$ cat src/rtl/xalu_ise_wb.sv
// -----------------------------------------------------------------------------
// xalu_ise_wb
//
// Writeback buffer that sits directly behind the xalu ISE datapath. Every
// custom instruction issued to the ISE (in_req) is captured together with its
// destination register index. An op the ISE did not claim (in_val=0) is
// captured as an "illegal" entry. Entries wait in a small in-order circular
// FIFO and are handed to the core writeback port under a valid/ready
// handshake. This decouples the single-cycle ISE from core writeback stalls.
//
// Parameters:
//   DEPTH  number of buffered entries (power of two, >= 2)
//   XLEN   result data width
//
// Ports:
//   ise_clk     in   clock, all state updates on the rising edge
//   ise_rst     in   asynchronous active-high reset
//   in_req      in   custom instruction issued this cycle
//   in_val      in   ISE claims the op and in_data is valid
//   in_rd       in   destination register index of the issued op
//   in_data     in   ISE result
//   in_ready    out  buffer can accept an entry this cycle
//   wb_val      out  head entry valid
//   wb_ready    in   core accepts the head entry
//   wb_rd       out  head entry destination index
//   wb_data     out  head entry result
//   wb_illegal  out  head entry was an unclaimed (illegal) encoding
//   wb_cnt      out  retired legal-op counter
//
// Optional feature (compile-time macro XALU_ISE_WB_CNT_EN):
//   defined   -> wb_cnt counts pops of legal entries, wrapping at 2^32
//   undefined -> no counter logic, wb_cnt is tied to zero
// -----------------------------------------------------------------------------
module xalu_ise_wb #(
  parameter int DEPTH = 2,
  parameter int XLEN  = 64
) (
  input  logic            ise_clk,
  input  logic            ise_rst,
  input  logic            in_req,
  input  logic            in_val,
  input  logic [4:0]      in_rd,
  input  logic [XLEN-1:0] in_data,
  output logic            in_ready,
  output logic            wb_val,
  input  logic            wb_ready,
  output logic [4:0]      wb_rd,
  output logic [XLEN-1:0] wb_data,
  output logic            wb_illegal,
  output logic [31:0]     wb_cnt
);

  localparam int PTR_W = $clog2(DEPTH);
  localparam int CNT_W = PTR_W + 1;

  // ---------------------------------------------------------------------------
  // Pointers and occupancy
  // ---------------------------------------------------------------------------
  logic [PTR_W-1:0] wr_ptr_reg;
  logic [PTR_W-1:0] wr_ptr_next;
  logic [PTR_W-1:0] rd_ptr_reg;
  logic [PTR_W-1:0] rd_ptr_next;
  logic [CNT_W-1:0] count_reg;
  logic [CNT_W-1:0] count_next;

  logic push;
  logic pop;

  // in_ready depends only on registered occupancy, so a pop in the same cycle
  // never frees a slot for a push while full. This keeps wb_ready out of the
  // in_ready timing path.
  assign in_ready = (count_reg != CNT_W'(DEPTH));
  assign wb_val   = (count_reg != '0);

  assign push = in_req && in_ready;
  assign pop  = wb_val && wb_ready;

  // DEPTH is a power of two, so the natural modulo-2^PTR_W rollover of the
  // pointers is exactly the DEPTH-1 -> 0 wrap.
  always_comb begin
    wr_ptr_next = wr_ptr_reg;
    rd_ptr_next = rd_ptr_reg;
    count_next  = count_reg;
    if (push) begin
      wr_ptr_next = wr_ptr_reg + PTR_W'(1);
    end
    if (pop) begin
      rd_ptr_next = rd_ptr_reg + PTR_W'(1);
    end
    if (push && !pop) begin
      count_next = count_reg + CNT_W'(1);
    end else if (pop && !push) begin
      count_next = count_reg - CNT_W'(1);
    end
  end

  always_ff @(posedge ise_clk or posedge ise_rst) begin
    if (ise_rst) begin
      wr_ptr_reg <= '0;
      rd_ptr_reg <= '0;
      count_reg  <= '0;
    end else begin
      wr_ptr_reg <= wr_ptr_next;
      rd_ptr_reg <= rd_ptr_next;
      count_reg  <= count_next;
    end
  end

  // ---------------------------------------------------------------------------
  // Entry formatting
  // ---------------------------------------------------------------------------
  // Unclaimed ops carry no result, and a write to x0 must never deliver a
  // non-zero value, so both cases store zero data.
  logic            new_illegal;
  logic [XLEN-1:0] new_data;

  assign new_illegal = !in_val;
  assign new_data    = (in_val && (in_rd != 5'd0)) ? in_data : '0;

  // ---------------------------------------------------------------------------
  // Storage: one register set per slot. Every slot is cleared on reset, which
  // also guarantees the head (slot 0 after reset) reads as all zeros.
  // ---------------------------------------------------------------------------
  logic            ill_arr  [DEPTH];
  logic [4:0]      rd_arr   [DEPTH];
  logic [XLEN-1:0] data_arr [DEPTH];

  for (genvar gi = 0; gi < DEPTH; gi++) begin : g_entry
    logic            ill_reg;
    logic [4:0]      rd_reg;
    logic [XLEN-1:0] data_reg;
    logic            wr_en;

    assign wr_en = push && (wr_ptr_reg == PTR_W'(gi));

    always_ff @(posedge ise_clk or posedge ise_rst) begin
      if (ise_rst) begin
        ill_reg  <= 1'b0;
        rd_reg   <= '0;
        data_reg <= '0;
      end else if (wr_en) begin
        ill_reg  <= new_illegal;
        rd_reg   <= in_rd;
        data_reg <= new_data;
      end
    end

    assign ill_arr[gi]  = ill_reg;
    assign rd_arr[gi]   = rd_reg;
    assign data_arr[gi] = data_reg;
  end

  // Head entry comes straight from registered storage; a freshly pushed entry
  // therefore appears one cycle after its push, with no bypass. The slot under
  // rd_ptr is never written while it holds the head, so outputs stay stable
  // while the core stalls.
  assign wb_illegal = ill_arr[rd_ptr_reg];
  assign wb_rd      = rd_arr[rd_ptr_reg];
  assign wb_data    = data_arr[rd_ptr_reg];

  // ---------------------------------------------------------------------------
  // Retired legal-op counter
  // ---------------------------------------------------------------------------
`ifdef XALU_ISE_WB_CNT_EN
  logic [31:0] cnt_reg;

  // Wraps naturally from 0xFFFFFFFF to 0.
  always_ff @(posedge ise_clk or posedge ise_rst) begin
    if (ise_rst) begin
      cnt_reg <= '0;
    end else if (pop && !wb_illegal) begin
      cnt_reg <= cnt_reg + 32'd1;
    end
  end

  assign wb_cnt = cnt_reg;
`else
  assign wb_cnt = 32'd0;
`endif

endmodule

$ cat config.mk
export PLATFORM = sky130hd
export DESIGN_NAME = xalu_ise_wb
export DESIGN_NICKNAME = d
export VERILOG_FILES = /design/src/rtl/xalu_ise_wb.sv
export SDC_FILE = /design/constraint.sdc
export NUM_CORES = 1
export LEC_CHECK = 0
export CAP_MARGIN = 0
export CORE_ASPECT_RATIO = 0.9
export CORE_MARGIN = 5
export CORE_UTILIZATION = 54
export CTS_CLUSTER_SIZE = 40
export DETAILED_ROUTE_END_ITERATION = 6
export PLACE_DENSITY = 0.95
export SETUP_SLACK_MARGIN = 0.1
export SLEW_MARGIN = 0
export SYNTH_ARGS = -nofsm -noshare
export SYNTH_HDL_FRONTEND = slang
export SYNTH_SLANG_ARGS = --single-unit
$ cat constraint.sdc
create_clock -name ise_clk -period 15.8 [get_ports ise_clk]
set_clock_uncertainty 0.1 [all_clocks]
set_input_delay 4.74 -clock ise_clk [delete_from_list [all_inputs] [get_ports ise_clk]]
set_output_delay 4.74 -clock ise_clk [all_outputs]
set_load 0.05 [all_outputs]
* Word level (Yosys, flattened, before mapping)
Cells that the tools add are included.
Storage, ports and cells: output and inout port bits 104, register bits after elaboration 144, word-level logic and storage cells 42, input port bits 74
Cells by class: magnitude comparators 1, eq/ne operators 1, mux-type cells 12, bitwise logic cells 2, reduce and logical (&&, ||, !) cells 13, add/sub/neg operators 4
Operators by type and width (count):
- 2-to-1 mux 64 bit | 4
- 2-to-1 mux 5 bit | 3
- logical AND 1 bit | 7
- nonzero test 5 bit | 1
- 2-to-1 mux 2 bit | 2
- nonzero test 2 bit | 2
- logical NOT 1 bit | 3
- 2-to-1 mux 1 bit | 3
- adder 1 bit (second input constant) | 2
- adder 2 x 1 -> 2 bit (second input constant) | 1
- greater-or-equal comparator 2 bit (second input constant) | 1
- != test 2 bit (second input constant) | 1
- inverter 1 -> 2 bit | 1
- subtractor 2 x 1 -> 2 bit (second input constant) | 1
- inverter 1 bit | 1

* Depth between registers and ports, before layout
word-level depth 6, mapped depth 6, gate-level depth less buffers 6

* Worst setup path before layout
OpenSTA, ideal clock, no wires.
path type reg2out, from register rd_ptr_reg, to output port wb_data[36], path buffers 2, arrival time 1.820 ns, path slack 9.140 ns, required time 10.960 ns, cell stages (with the launch flop) 4, cells stage by stage dfrtp_1 > clkbuf_1 > clkbuf_1 > o21ai_0
On the way: word-level cells in the longest chain between the ends 4
RTL lines:
- start: declaration | RTL line 61 | logic [PTR_W-1:0] rd_ptr_reg;
- start signal: assignment | RTL line 104 | rd_ptr_reg <= rd_ptr_next;
- inverter 1 -> 2 bit (implied by the code) | RTL line 159 | assign wb_data = data_arr[rd_ptr_reg];
- 2-to-1 mux 64 bit (implied by the code) (3 in a row) | RTL line 159
- end: declaration | RTL line 48 | output logic [XLEN-1:0] wb_data,
Every way passes these cells. The select of a mux whose other input is x is not followed.

* Worst setup path after layout
from register rd_ptr_reg, to output port wb_rd[4]
On the way: word-level cells in the longest chain between the ends 4
RTL lines:
- inverter 1 -> 2 bit (implied by the code) | RTL line 158 | assign wb_rd = rd_arr[rd_ptr_reg];
- 2-to-1 mux 5 bit (implied by the code) (3 in a row) | RTL line 158
- end: declaration | RTL line 47 | output logic [4:0] wb_rd,
Every way passes these cells. The select of a mux whose other input is x is not followed.

==> results.md <==
- Hold depth: 1
- Min-delay src: wr_ptr_reg
- Clock Tree Buf Depth: 2
- PD cells: between 200 and 250 nW/um^2
- Post-synthesis simple-gate area fraction: about 3.9%
- Required time of the worst setup path: ~11 ns
- Number of hold buffers added after cts: 0
- H-tree levels: 4
- CTS buffer count: 17
- Period utilization: between 40% and 50%
- Worst EP arrival: 3.04 ns
- Worst setup EP type: output port
- Pre-Repair DR Iteration Count: 4
- Die H: between 100 and 150 um
- Average cell area after synthesis: between 10 and 15 sq um
- Unique cell type count in the Yosys netlist: 25
- Post-synth top area cell: dfrtp_1
- Most frequent cells in the layout: dfrtp_1, clkdlybuf4s50_1, inv_1, mux2i_1, nand2_1
- Register area: ~3600 sq um
- Synth-to-layout area growth: 24.9%
- DR iter-0 viols: 324
- Largest cells by area after synthesis: dfrtp_1, mux2i_1, o211ai_2
- GRT Util Overall: 21.7%
- Largest family of logic cells by synthesized area: multiplexers
- Register area share after synthesis: roughly 48%
- Final HPWL from detailed placement: about 11000 um
- Compound-Gate Fraction of Synth Area: between 10% and 20%
- Worst VDD drop: around 0.00016 V
- WL per Instance: between 15 and 20 um
- Power, Total: ~2.2 mW
- N_diodes: 0
- Largest register FFs: 128
- Fin. max-slew vios: 0
- Share of layout cells above drive strength 1: a little over an eighth
- Delay of the slowest critical-path stage: roughly 0.83 ns
- Vias per inst: about 5.1
- Die area: approximately 17000 sq um
- RePlAce Congestion: around 0.74
- Initial antenna violation count: 0
- Total negative slack: 0 ns
- Area share of fa/ha/maj cells after synthesis: less than 1%
- TritonCTS clock tree: done
- DRC viols: 0
- # Max-Cap Violations: 0
- Final setup vio count: 0
- R2r setup slk: around 13 ns
- Fmax: roughly 130 MHz
- Reg2reg end: g_entry[0].rd_reg[4]
- Post-route setup slack: between 7 and 8 ns
- Gate Count Post-Synth: between 700 and 800
- Post-CTS sizing: 0
- Origin of the critical flop-to-flop path: count_reg[0]
- Status: completed
- Clk sinks: about 140
- Postcts setup bufs: 0
- Die Wd: around 130 um
- CP delay by family, top: buffers and inverters
- Period minus WS final: just under 8 ns
- Endpoint, Worst Hold: wr_ptr_reg
- Std-Cell Rows: between 40 and 50
- Total gr overflow: 0
- Post-route ant nets: 0
- Worst path cell trace: buf_4, mux2_2, clkdlybuf4s50_1
- Clock Latency Late Sink: roughly 0.40 ns
- Largest net degree at the start of global routing: 75
- Netlist area before placement: ~7600 sq um
- RSZ-0062 raised after global routing: false
- Worst slew margin: 19.8%
- Placeable Area: roughly 14000 sq um
- Placed instance count: 1003
- CTS root buf: clkbuf_16
- Yosys top cell area share: 47.5%
- Vias in the first global route: about 5600
- Final #Nets: 904
- Multi-input logic area: 3060 sq um
- Routed WL: 17100 um
- CP max-delay cell: dfrtp_4
- CP Buf/Inv Count: 2
- Worst-path clk slew: around 0.05 ns
- Fin cells: 1033
- Placement Setup Slack: 8.38 ns
- Critical path type: reg -> out
- Yosys reg bits: 144
- Worst path depth: 3
- Yosys warns: 0
- Total leakage power: 4.50 nW
- Final hold vios: 0
- First-pass GRT wire length: approximately 28000 um
- Starting density of the core: 54.5%
- I/O Pins: approximately 180
- Hold WC Path Type: reg -> reg
- Routed vias: about 5200
- Slew @ Worst Pin: between 1 and 1.5 ns
- Startpoint types: flop
- Xor and xnor area share after synthesis: less than 1%
- Cell count of the worst reg-to-reg path: 5
- Fill cell count: around 1000
- Crit path max fanout: 69
- Fraction of synthesized area in multiplexers: about a fifth
- IO buf count: 145
cell usage after synthesis, drive strengths merged:
master and n:
nand3b 1, xnor2 2, nand2 66, xor2 3
or4 1, clkbuf 14, nor2 1, mux2 15
nand2b 1, conb 1, and3 1, o211ai 64
or2 1, inv 131, mux2i 130, o21ai 65
dfrtp 144, buf 70, and2 1, ha 1
worst register-to-register path, cell delays in order, from the launching register on:
cell,delay (ns)
dfrtp_1,0.42
nand2b_4,0.16
nand3b_1,0.09
buf_4,0.52
buf_4,0.68
mux2_2,0.43
per-stage QoR:
step                      cell area [sq um]  util, %  hold WS [ns]
final                                  9470     68.1         0.388
after global routing                   9470     68.1         0.423
after CTS                              9470     68.1         0.392
after detailed placement               8890     63.9         0.380
after global placement                 8890     63.9         0.376
after floorplan                        7700        -         0.347
routing by layer:
layer	wire (um)	vias to the layer above	global-route usage [%]
li1	-	2501	-
met1	7460	2567	28.4
met2	8340	165	35.4
met3	1120	16	5.90
met4	210	0	6.49
met5	0	-	0
final cells by class:
class	instances	area share [%]
clock buffers	23	4.94
clock inverters	7	1.16
inverters	131	5.25
multi-input cells	385	32.3
flip-flops and latches	144	38.1
well taps	193	2.55
repair buffers	150	15.7
how the worst max path moves through the flow:
stage | slack, ns | endpoint | from
floorplan | 7.09 | count_reg[0] | ise_rst
global placement | 8.43 | wb_rd[2] | rd_ptr_reg
detailed placement | 8.38 | wb_rd[4] | rd_ptr_reg
CTS | 7.94 | wb_rd[4] | rd_ptr_reg
global route | 7.74 | wb_data[62] | rd_ptr_reg
finish | 7.92 | wb_rd[4] | rd_ptr_reg
cells by family after synthesis:
| logic type | count (synthesis) |
|---|---|
| other cells | 1 |
| buf+inv | 215 |
| xor+xnor | 5 |
| compound gates | 129 |
| flops | 144 |
| simple gates | 73 |
| fa+ha+maj | 1 |
| mux | 145 |
where the power goes:
| part | internal, mW | leakage, nW | switching, mW |
|---|---|---|---|
| clock | 0.254 | 0.287 | 0.141 |
| sequential | 0.536 | 1.84 | 0.0964 |
| combinational | 0.393 | 2.37 | 0.750 |
| total | 1.18 | 4.50 | 0.987 |
(Power assumes the default switching activity.)
